`src/rtl/cmp_sched_pkg.sv`:
```
// Shared types for the comparator-sharing scheduler.
// Holds the FSM state enum, the sampled-result bundle and the counter width.
package cmp_sched_pkg;

    localparam int DONE_W = 16;

    typedef enum logic {
        IDLE   = 1'b0,
        SETTLE = 1'b1
    } state_t;

    typedef struct packed {
        logic eq;
        logic gt;
        logic lt;
        logic err;
    } cmp_result_t;

    // Only the codes 00, 01 and 10 are legal from the comparator.
    // An X/Z bit makes every equality test false, so it falls through to err.
    function automatic cmp_result_t sample_result(
        input logic eq,
        input logic gt
    );
        cmp_result_t r;
        r.eq  = eq;
        r.gt  = gt;
        r.lt  = ~eq & ~gt;
        r.err = 1'b1;
        if (eq == 1'b0 && gt == 1'b0)
            r.err = 1'b0;
        else if (eq == 1'b1 && gt == 1'b0)
            r.err = 1'b0;
        else if (eq == 1'b0 && gt == 1'b1)
            r.err = 1'b0;
        return r;
    endfunction

endpackage

```
`src/rtl/cmp_share_sched_rr_arbiter.sv`:
```
// Combinational round-robin arbiter: picks the first set req bit at or after ptr.
// Ports: req, ptr, en in; one-hot grant, grant_idx, any out.
module rr_arbiter #(
    parameter  int R  = 4,
    localparam int IW = $clog2(R)
) (
    input  logic [R-1:0]  req,
    input  logic [IW-1:0] ptr,
    input  logic          en,
    output logic [R-1:0]  grant,
    output logic [IW-1:0] grant_idx,
    output logic          any
);

    logic [IW-1:0] j;

    always_comb begin
        grant     = '0;
        grant_idx = '0;
        any       = 1'b0;
        j         = '0;
        for (int i = 0; i < R; i++) begin
            j = IW'((int'(ptr) + i) % R);
            if (en && !any && req[j]) begin
                grant[j]  = 1'b1;
                grant_idx = j;
                any       = 1'b1;
            end
        end
    end

endmodule

```
`src/rtl/cmp_share_sched.sv`:
```
// Time-shares one external magnitude comparator among R requesters.
// Ports: req_valid/req_a/req_b/req_ready in handshake, cmp_a/cmp_b/cmp_eq/cmp_gt
// to the comparator, rsp_* one-cycle tagged response, busy and done_count status.
module cmp_share_sched
    import cmp_sched_pkg::*;
#(
    parameter  int N             = 8,
    parameter  int R             = 4,
    parameter  int SETTLE_CYCLES = 2,
    localparam int IW            = $clog2(R)
) (
    input  logic                  clk,
    input  logic                  reset,
    input  logic [R-1:0]          req_valid,
    input  logic [R-1:0][N-1:0]   req_a,
    input  logic [R-1:0][N-1:0]   req_b,
    output logic [R-1:0]          req_ready,
    output logic [N-1:0]          cmp_a,
    output logic [N-1:0]          cmp_b,
    input  logic                  cmp_eq,
    input  logic                  cmp_gt,
    output logic                  rsp_valid,
    output logic [IW-1:0]         rsp_id,
    output logic                  rsp_eq,
    output logic                  rsp_gt,
    output logic                  rsp_lt,
    output logic                  rsp_err,
    output logic                  busy,
    output logic [DONE_W-1:0]     done_count
);

    localparam int CW = (SETTLE_CYCLES > 1) ? $clog2(SETTLE_CYCLES) : 1;
    localparam logic [CW-1:0] CNT_INIT = CW'(SETTLE_CYCLES - 1);

    state_t        state;
    state_t        state_nxt;
    logic [IW-1:0] ptr;
    logic [IW-1:0] id;
    logic [IW-1:0] g_idx;
    logic [R-1:0]  grant;
    logic [CW-1:0] cnt;
    logic          en;
    logic          accept;
    logic          fire;
    cmp_result_t   smp;
    cmp_result_t   res;

    rr_arbiter #(
        .R(R)
    ) u_arb (
        .req       (req_valid),
        .ptr       (ptr),
        .en        (en),
        .grant     (grant),
        .grant_idx (g_idx),
        .any       (accept)
    );

    // Last SETTLE cycle: comparator outputs are captured on this edge.
    assign fire = (state == SETTLE) && (cnt == '0);
    assign smp  = sample_result(cmp_eq, cmp_gt);

    always_ff @(posedge clk or posedge reset) begin
        if (reset)
            state <= IDLE;
        else
            state <= state_nxt;
    end

    always_comb begin
        state_nxt = state;
        unique case (state)
            IDLE:    if (accept) state_nxt = SETTLE;
            SETTLE:  if (fire)   state_nxt = IDLE;
            default: state_nxt = IDLE;
        endcase
    end

    // Grants are masked during reset so every output reads 0 while it is held.
    always_comb begin
        en        = (state == IDLE) && !reset;
        req_ready = grant;
        busy      = (state != IDLE);
    end

    always_ff @(posedge clk or posedge reset) begin
        if (reset) begin
            ptr   <= '0;
            id    <= '0;
            cnt   <= '0;
            cmp_a <= '0;
            cmp_b <= '0;
        end else if (accept) begin
            cmp_a <= req_a[g_idx];
            cmp_b <= req_b[g_idx];
            id    <= g_idx;
            cnt   <= CNT_INIT;
            ptr   <= (g_idx == IW'(R - 1)) ? '0 : g_idx + 1'b1;
        end else if (state == SETTLE && cnt != '0) begin
            cnt <= cnt - 1'b1;
        end
    end

    always_ff @(posedge clk or posedge reset) begin
        if (reset) begin
            rsp_valid  <= 1'b0;
            rsp_id     <= '0;
            res        <= '0;
            done_count <= '0;
        end else begin
            rsp_valid <= fire;
            if (fire) begin
                rsp_id     <= id;
                res        <= smp;
                done_count <= done_count + 1'b1;
            end
        end
    end

    assign rsp_eq  = res.eq;
    assign rsp_gt  = res.gt;
    assign rsp_lt  = res.lt;
    assign rsp_err = res.err;

endmodule

```
`config.mk`:
```
export PLATFORM = sky130hd
export DESIGN_NAME = cmp_share_sched
export DESIGN_NICKNAME = d
export VERILOG_FILES = /design/src/rtl/cmp_sched_pkg.sv /design/src/rtl/cmp_share_sched_rr_arbiter.sv /design/src/rtl/cmp_share_sched.sv
export SDC_FILE = /design/constraint.sdc
export NUM_CORES = 1
export LEC_CHECK = 0
export BUFFER_PORTS_ARGS = -buffer_cell sky130_fd_sc_hd__buf_2
export CAP_MARGIN = 20
export CORE_MARGIN = 2
export CORE_UTILIZATION = 35
export DETAILED_ROUTE_END_ITERATION = 10
export GPL_ROUTABILITY_DRIVEN = 0
export MAX_ROUTING_LAYER = met4
export PLACE_DENSITY = 0.65
export SLEW_MARGIN = 20
export SYNTH_ARGS = -nofsm -noshare
export SYNTH_HDL_FRONTEND = slang
export SYNTH_HIERARCHICAL = 1
export SYNTH_SLANG_ARGS = --single-unit
```
`constraint.sdc`:
```
create_clock -name clk -period 9.9 [get_ports clk]
set_clock_uncertainty 0.2 [all_clocks]
set_input_delay 1.98 -clock clk [delete_from_list [all_inputs] [get_ports clk]]
set_output_delay 1.98 -clock clk [all_outputs]
set_load 0.02 [all_outputs]
```
# [Word-level counts from Yosys, hierarchy flattened]
# Cells that the tools add are included.
[classes] n_addsub=6 n_lt_le_gt_ge=9 n_eq_ne=1 muxes=41 bitwise_logic=8 reduce_logical=22
[op_table] operator="binary-select mux 8 bit (select 2 bit)" count=2
[op_table] operator="two-way mux 1 bit" count=19
[op_table] operator="logical AND 1 bit" count=17
[op_table] operator="adder 16 x 1 -> 16 bit (second input constant)" count=1
[op_table] operator="two-way mux 4 bit" count=4
[op_table] operator="two-way mux 8 bit" count=2
[op_table] operator="less-than comparator 2 x 3 -> 1 bit (second input constant)" count=5
[op_table] operator="OR 4 bit" count=3
[op_table] operator="two-way mux 2 bit" count=5
[op_table] operator="binary-select mux 1 bit (select 2 bit)" count=4
[op_table] operator="demux 1 bit (select 2 bit)" count=4
[op_table] operator="greater-or-equal comparator 2 x 1 -> 1 bit (second input constant)" count=4
[op_table] operator="adder 2 x 1 -> 2 bit (second input constant)" count=2
[op_table] operator="adder 2 bit (second input constant)" count=2
[op_table] operator="logical NOT 1 bit" count=4
[op_table] operator="inverter 1 bit" count=4
[op_table] operator="== test 2 bit (second input constant)" count=1
[op_table] operator="case mux 1 bit (2 select lines)" count=1
[op_table] operator="nonzero test 2 bit" count=1
[op_table] operator="bitwise AND 1 bit" count=1
[op_table] operator="subtractor 1 bit (second input constant)" count=1
[word_totals] reg_bits=45 in_bits=72 output_inout_bits=44 wordCells=100

# [Logic depth before layout (Yosys ltp)]
# Gate-level depths: netlist of the first run.
[logic_depth] ltp_word=18 mapped_depth=12 depth_no_buf=9

# [Cells and area by module]
# Netlist of the first run, hierarchy kept.
[modules_own_cells] module="cmp_share_sched" instances=1 cells_each=161 area_per_inst_um2=2203.4 seq_area_each_um2=1126.1
[modules_own_cells] module="rr_arbiter" instances=1 cells_each=66 area_per_inst_um2=549.3 seq_area_each_um2=0.0

# [Worst setup path before layout of the first run]
# No wires, ideal clock.
[synth_timing] kind="in2out" from="input reset" to="output req_ready[2]" arrival_time_ns=3.306 t_required_ns=7.720 setup_slack_ns=4.414 stages=6 path_buffers=1 cell_sequence="nor2_1 > buf_1 > nand2_1 > nor4b_1 > o21ai_2 > o2bb2ai_1"
[synth_via] elab_chain_len=16 elab_cells_between_ends=22 cone_classes="7 x mux; 3 x bitwise; 12 x reduce/logical"
[synth_rtl] element="start: declaration" line="cmp_share_sched.sv:13" source="input logic reset,"
[synth_rtl] element="logical NOT 1 bit (no source line) *"
[synth_rtl] element="logical AND 1 bit *" line="cmp_share_sched.sv:81" source="en = (state == IDLE) && !reset;"
[synth_rtl] element="logical AND 1 bit" line="cmp_share_sched_rr_arbiter.sv:24" source="if (en && !any && req[j]) begin"
[synth_rtl] element="two-way mux 1 bit" line="cmp_share_sched_rr_arbiter.sv:24"
[synth_rtl] element="logical NOT 1 bit" line="cmp_share_sched_rr_arbiter.sv:24"
[synth_rtl] element="logical AND 1 bit (2 in series)" line="cmp_share_sched_rr_arbiter.sv:24"
[synth_rtl] element="two-way mux 1 bit" line="cmp_share_sched_rr_arbiter.sv:24"
[synth_rtl] element="logical NOT 1 bit" line="cmp_share_sched_rr_arbiter.sv:24"
[synth_rtl] element="logical AND 1 bit (2 in series)" line="cmp_share_sched_rr_arbiter.sv:24"
[synth_rtl] element="two-way mux 1 bit" line="cmp_share_sched_rr_arbiter.sv:24"
[synth_rtl] element="logical NOT 1 bit" line="cmp_share_sched_rr_arbiter.sv:24"
[synth_rtl] element="logical AND 1 bit (2 in series)" line="cmp_share_sched_rr_arbiter.sv:24"
[synth_rtl] element="two-way mux 4 bit *" line="cmp_share_sched_rr_arbiter.sv:24"
[synth_rtl] element="end: declaration" line="cmp_share_sched.sv:17" source="output logic [R-1:0] req_ready,"
# Every way passes the cells marked *; elsewhere a longest branch is shown, timed or not.

# [Worst setup path after layout of the first run]
[layout_timing] from="input reset" to="output req_ready[2]"
[layout_via] elab_chain_len=16 elab_cells_between_ends=22 cone_classes="7 x mux; 3 x bitwise; 12 x reduce/logical"
[layout_rtl] element="logical NOT 1 bit (no source line) *"
[layout_rtl] element="logical AND 1 bit *" line="cmp_share_sched.sv:81"
[layout_rtl] element="net en" line="cmp_share_sched.sv:42" source="logic en;"
[layout_rtl] element="logical AND 1 bit" line="cmp_share_sched_rr_arbiter.sv:24"
[layout_rtl] element="two-way mux 1 bit" line="cmp_share_sched_rr_arbiter.sv:24"
[layout_rtl] element="logical NOT 1 bit" line="cmp_share_sched_rr_arbiter.sv:24"
[layout_rtl] element="logical AND 1 bit (2 in series)" line="cmp_share_sched_rr_arbiter.sv:24"
[layout_rtl] element="two-way mux 1 bit" line="cmp_share_sched_rr_arbiter.sv:24"
[layout_rtl] element="logical NOT 1 bit" line="cmp_share_sched_rr_arbiter.sv:24"
[layout_rtl] element="logical AND 1 bit (2 in series)" line="cmp_share_sched_rr_arbiter.sv:24"
[layout_rtl] element="two-way mux 1 bit" line="cmp_share_sched_rr_arbiter.sv:24"
[layout_rtl] element="logical NOT 1 bit" line="cmp_share_sched_rr_arbiter.sv:24"
[layout_rtl] element="logical AND 1 bit (2 in series)" line="cmp_share_sched_rr_arbiter.sv:24"
[layout_rtl] element="two-way mux 4 bit *" line="cmp_share_sched_rr_arbiter.sv:24"
# The timed path passes the listed nets; every way through them passes the cells marked *.

==> results.toml, run 1 <==
[run_status]
status = "finished, final reports clean"

[sta]
max_slew_margin_pct = 35.00
max_freq_ghz = 0.1654
setup_viol = 0
finalHoldViolCount = 0
rsz0062_at_grt = "no"
finalCriticalPeriod_ps = 6046
setup-tns-final_ps = 0
fin_ws_ps = 3854
maxSlewViolCount = 0
worst_slew_pin_slew_ps = 975.1
fin_crit_sh_pct = 61.07

[yosys]
yosysSeqAreaShare_pct = 40.91
synth_top_cell_area_share_pct = 40.91
synth_cells = 227
synthFlopType = "dfrtp_1"
synth-seq-cells = 45
yosysWarnings = 6
syn_avg_cell_area_sq_um = 12.13
ys_types = 39
synth_edf_count = 0
async_flop_share_pct = 100.0
yosysTopAreaCell = "dfrtp_1"
yosys-top-cells-area = "dfrtp_1, mux4_2, mux2_2"
synth_nets = 309
syn_area_sq_um = 2753

[routing]
postRouteAntennaNets = 0
via_per_inst = 5.105
drt_iter0_drc = 61
dr_total_vias = 2241
dr.pass1.iters = 4
wirelength_mm = 6.439
wl_per_cell_um = 14.67
drc_errors = 0

[placed_design]
io_buffer_count = 115
hpwl_mm = 4.839
place_ws_ps = 3893

[grt]
grt_pass1_wl_mm = 10.76
antenna_found_initial = 0
first_global_vias = 2271
overflow = 0
grt.total_usage_pct = 15.93
grt_max_degree = 46

[setup_path]
reg2regPathDepth = 8
cp_cell_sequence = "buf_2 -> nor2_1 -> nand2_1 -> nor4b_1 -> o21ai_2 -> o2bb2ai_1 -> buf_2"
cp-startpoint = "reset"
crit_top_cell = "buf_2"
end_kind = "output pin"
crit_slowest_cell = "nor4b_1"
slowest_delay_ps = 540
path_class = "in -> out"
cp-start-kind = "input port"
critical_path_required_ps = 7720
worstPathMaxFanout = 9
reg2reg_from = "ptr[0]"
crit_arrival_ps = 3870

[floorplan]
fp.coreArea_sq_um = 7687
io-pin-count = 116
die-area_sq_um = 8591
initial_core_util_pct = 35.81
die_h_um = 92.69
row_count = 32
die_x_um = 92.69

[finish]
drive_above_1_share_pct = 50.45
final_nets = 418
area_growth_pct = 27.50
antenna_cells = 0
fillerInstances = 730

[pwr]
cellLeakagePower_nw = 1.721
p_int_mw = 0.5722
p_sw_share_pct = 41.80
clkPwrFrac_pct = 14.1
seq_power_share_pct = 31.1
ir_drop_uv = 107.1
p_total_mw = 0.9831
power.density_nw_per_um2 = 280.1
pwr-share-comb_pct = 54.8
switchingPower_mw = 0.4109

[worst_hold_path]
hold_class = "reg -> reg"
min_path_cells = 2
hold_start = "id[1]"

[clock_network]
h-tree-depth = 2
cts.sinks = 45
cts_resized = 0
cts_setup_buffers = 0
clockBufferDepth = 2
numCtsBuffers = 5
insertion_delay_ps = 300
cts_hold_buf = 0
cts_tree = "yes"
root_buffer = "clkbuf_8"
clk_pin_slew_ps = 90

[run]
cap_violations = 0
[registers in the layout (all words and copies together) (netlist names)]
signal      cells
done_count     16
cmp_a           8
cmp_b           8
id              2
ptr             2
rsp_id          2
busy            1
cnt             1
rsp_eq          1
rsp_err         1
rsp_gt          1
rsp_lt          1
rsp_valid       1
[final timing paths]
check / endpoint / slack, ps
max: req_ready[2] / 3850
min: rsp_id[1] / 270
max reg2reg: cmp_b[7] / 5760
min reg2reg: rsp_id[1] / 270
max in group asynchronous: cmp_a[7] / 7220
min in group asynchronous: cmp_a[5] / 1690
[power groups by stage]
stage          combinational, mW  clock (mW)  sequential [mW]
2_1_floorplan              0.346           0            0.368
3_3_place_gp               0.529           0            0.308
3_5_place_dp               0.542           0            0.309
4_1_cts                    0.542       0.145            0.306
5_1_grt                    0.591       0.151            0.317
6_report                   0.539       0.138            0.305
[layer usage]
| metal | up-vias | part of all wire [%] | wire length (um) | global-route usage, % |
|---|---|---|---|---|
| met3 | 8 | 6.6 | 426 | 3.417 |
| met1 | 1102 | 44 | 2825 | 20.17 |
| met4 | 0 | 0.95 | 61 | 3.186 |
| li1 | 1046 | - | - | - |
| met2 | 85 | 49 | 3124 | 26.76 |
| met5 | - | 0 | 0 | - |
[cell type report]
class                   count  area [sq um]  area share [%]
clock buffers               6         72.57           2.068
clock inverters             2         38.79           1.105
inverters                   9         38.79           1.105
multi-input cells         160          1530           43.60
flip-flops and latches     45          1126           32.09
well taps                 102         127.6           3.636
repair buffers            115         575.6           16.40
[synthesized netlist by cell type (2+ instances only)]
| cell type | number |
|---|---|
| a21o_1 | 2 |
| mux2i_1 | 6 |
| buf_2 | 4 |
| xnor2_1 | 10 |
| mux4_2 | 18 |
| mux4_1 | 2 |
| ha_1 | 10 |
| xor2_1 | 5 |
| a21oi_1 | 3 |
| nand3_1 | 5 |
| buf_6 | 5 |
| dfrtp_1 | 45 |
| nand2_1 | 35 |
| o21ai_0 | 4 |
| nor4_1 | 2 |
| o2bb2ai_1 | 5 |
| o22ai_1 | 2 |
| and3_1 | 3 |
| buf_1 | 3 |
| inv_1 | 8 |
| mux2_2 | 22 |
| nor2_1 | 6 |
| nand4_1 | 6 |
[kinds of logic (layout without fill, tap and decap cells)]
logic type	after synthesis	count (layout)	share of synthesized area, %
AO/OA/AOI/OAI	21	21	5.318
XOR/XNOR	15	15	4.773
adder cells (fa/ha/maj)	10	10	4.545
buffers and inverters	22	132	4.727
flip-flops	45	45	40.91
multiplexers	48	48	27.82
AND/OR/NAND/NOR	66	66	11.91
[metrics by stage]
stage / std cells / hold slack [ps] / util [%] / area (sq um)
after floorplan: 227 / 234.8 / - / 2753
after global placement: 431 / 245.0 / 44.03 / 3385
after detailed placement: 431 / 258.5 / 44.03 / 3385
after CTS: 439 / 277.6 / 45.48 / 3496
after global routing: 439 / 299.5 / 45.65 / 3510
final: 439 / 272.5 / 45.65 / 3510
[critical path, delay by kind of cell]
| kind | cells | cell delay, ps |
|---|---|---|
| compound gates | 2 | 300 |
| simple gates | 3 | 1300 |
| buf+inv | 2 | 290 |
[placed cells by master, fill, tap and decap left out, types with 2 or more instances in the layout]
| cell type | count |
|---|---|
| and3_1 | 3 |
| a21oi_1 | 3 |
| a21o_1 | 2 |
| mux4_1 | 2 |
| dfrtp_1 | 45 |
| clkbuf_8 | 5 |
| ha_1 | 10 |
| mux2_2 | 22 |
| nor2_1 | 6 |
| o2bb2ai_1 | 4 |
| mux4_2 | 18 |
| o21ai_0 | 4 |
| nand3_1 | 5 |
| nor4_1 | 2 |
| nand4_1 | 6 |
| xor2_1 | 5 |
| mux2i_1 | 6 |
| xnor2_1 | 10 |
| buf_2 | 115 |
| nand2_1 | 35 |
| inv_1 | 7 |
(Power assumes the default switching activity.)
==> inputs of run 2 (changes only) <==
- PLACE_DENSITY: 0.65 -> 0.67
- clock period: 9.9 -> 5.45 ns (I/O delays scaled with it)
==> results.toml, run 2 (synthesized netlist as in run 1, its figures left out) <==
[run_status]
status = "finished, final reports clean"

[setup_path]
critical_path_required_ps = 4160
cp-start-kind = "register"
path_class = "reg -> out"
end_kind = "output pin"
worstPathMaxFanout = 13
reg2reg_from = "ptr[0]"
cp-startpoint = "ptr[0]"
crit_arrival_ps = 3110

[routing]
postRouteAntennaNets = 0
drc_errors = 0
via_per_inst = 5.070
dr_total_vias = 2236
wl_per_cell_um = 14.26
dr.pass1.iters = 4
wirelength_mm = 6.290
drt_iter0_drc = 66

[pwr]
cellLeakagePower_nw = 1.718
p_int_mw = 0.9949
p_total_mw = 1.733
seq_power_share_pct = 31.9
switchingPower_mw = 0.7381
pwr-share-comb_pct = 55.6
clkPwrFrac_pct = 12.5
ir_drop_uv = 198.4
p_sw_share_pct = 42.59
power.density_nw_per_um2 = 496.4

[finish]
fin_util_pct = 45.41
area_growth_pct = 26.82
layout_commonest_cell = "buf_2"
largest_reg_flops = 16
fillerInstances = 722
reg_top3 = "done_count x16, cmp_a x8, cmp_b x8"
stdcell_count = 441
multi_input_area_sq_um = 1518
final_nets = 420
mostFrequentLayoutCells = "buf_2, dfrtp_1, nand2_1, mux2_2, mux4_2"
max_flop_register = "done_count"
antenna_cells = 0
drive_above_1_share_pct = 51.03
post-route-cell-area_sq_um = 3491
regArea_sq_um = 1126

[floorplan]
initial_core_util_pct = 35.81
row_count = 32
die_h_um = 92.69
fp.coreArea_sq_um = 7687
io-pin-count = 116
die-area_sq_um = 8591
die_x_um = 92.69

[clock_network]
cts_hold_buf = 0
numCtsBuffers = 5
clk_pin_slew_ps = 90
insertion_delay_ps = 300
cts_resized = 0
cts_tree = "yes"
h-tree-depth = 2
clockBufferDepth = 2
cts_setup_buffers = 0
cts.sinks = 45
root_buffer = "clkbuf_8"

[sta]
maxSlewViolCount = 0
fin_crit_sh_pct = 80.67
setup_viol = 0
max_slew_margin_pct = 37.41
setup-tns-final_ps = 0
max_freq_ghz = 0.2274
whs_ps = 270.6
fin_ws_ps = 1053
finalCriticalPeriod_ps = 4397
finalHoldViolCount = 0
rsz0062_at_grt = "no"
worst_slew_pin_slew_ps = 937.5

[placed_design]
dpl.cell_count = 433
hpwl_mm = 4.759
post_dp_cell_area_sq_um = 3400
place_ws_ps = 1375
io_buffer_count = 115

[worst_hold_path]
hold_class = "reg -> reg"
hold_start = "done_count[15]"

[run]
cap_violations = 0

[grt]
first_global_vias = 2199
grt_max_degree = 46
antenna_found_initial = 0
grt_pass1_wl_mm = 10.39
grt.total_usage_pct = 15.50
overflow = 0
run 2: cell types whose count changed in the layout (fill, tap and decap cells not counted):
cell,change
buf_4,+2
bufinv_16,-1
clkbuf_1,-1
clkinv_2,+1
clkinv_4,-1
clkinvlp_4,+1
inv_6,+1
o2bb2ai_2,+1
o2bb2ai_4,-1
run 2: routing by layer:
layer	vias to the layer above	track usage [%]	wire [um]
met2	88	25.91	3154
met1	1084	19.50	2671
met4	0	3.799	63
met3	9	3.173	401
li1	1055	-	-
met5	-	-	0
run 2: cell type report:
type | count | share of cell area (%)
sequential | 45 | 32.26
clock inverter | 3 | 0.6093
inverter | 9 | 1.111
multi-input combinational | 160 | 43.48
timing repair buffer | 117 | 16.92
clock buffer | 5 | 1.971
tap | 102 | 3.656
run 2: critical path: stages (launching register included):
cell and delay (ps):
dfrtp_1 640, inv_1 250, ha_1 520, mux2_2 370
nor4b_1 500, o21ai_2 160, o2bb2ai_1 180, buf_2 190
run 2: path summary, 6_finish.rpt:
path | endpoint | slack (ps) | cells past startpoint
worst max-delay path | req_ready[3] | 1050 | 7
worst min-delay path | done_count[15] | 270 | 1
worst max register to register | cmp_b[0] | 1340 | 9
worst min register to register | done_count[15] | 270 | 1
max in group asynchronous | done_count[1] | 3670 | 2
min in group asynchronous | cmp_b[1] | 800 | 2
run 2: power groups by stage:
| stage | Sequential, mW | Clock [mW] | Combinational [mW] |
|---|---|---|---|
| 2_1_floorplan | 0.669 | 0 | 0.629 |
| 3_3_place_gp | 0.559 | 0 | 0.955 |
| 3_5_place_dp | 0.563 | 0 | 0.978 |
| 4_1_cts | 0.557 | 0.229 | 0.980 |
| 5_1_grt | 0.576 | 0.243 | 1.06 |
| 6_report | 0.553 | 0.216 | 0.964 |
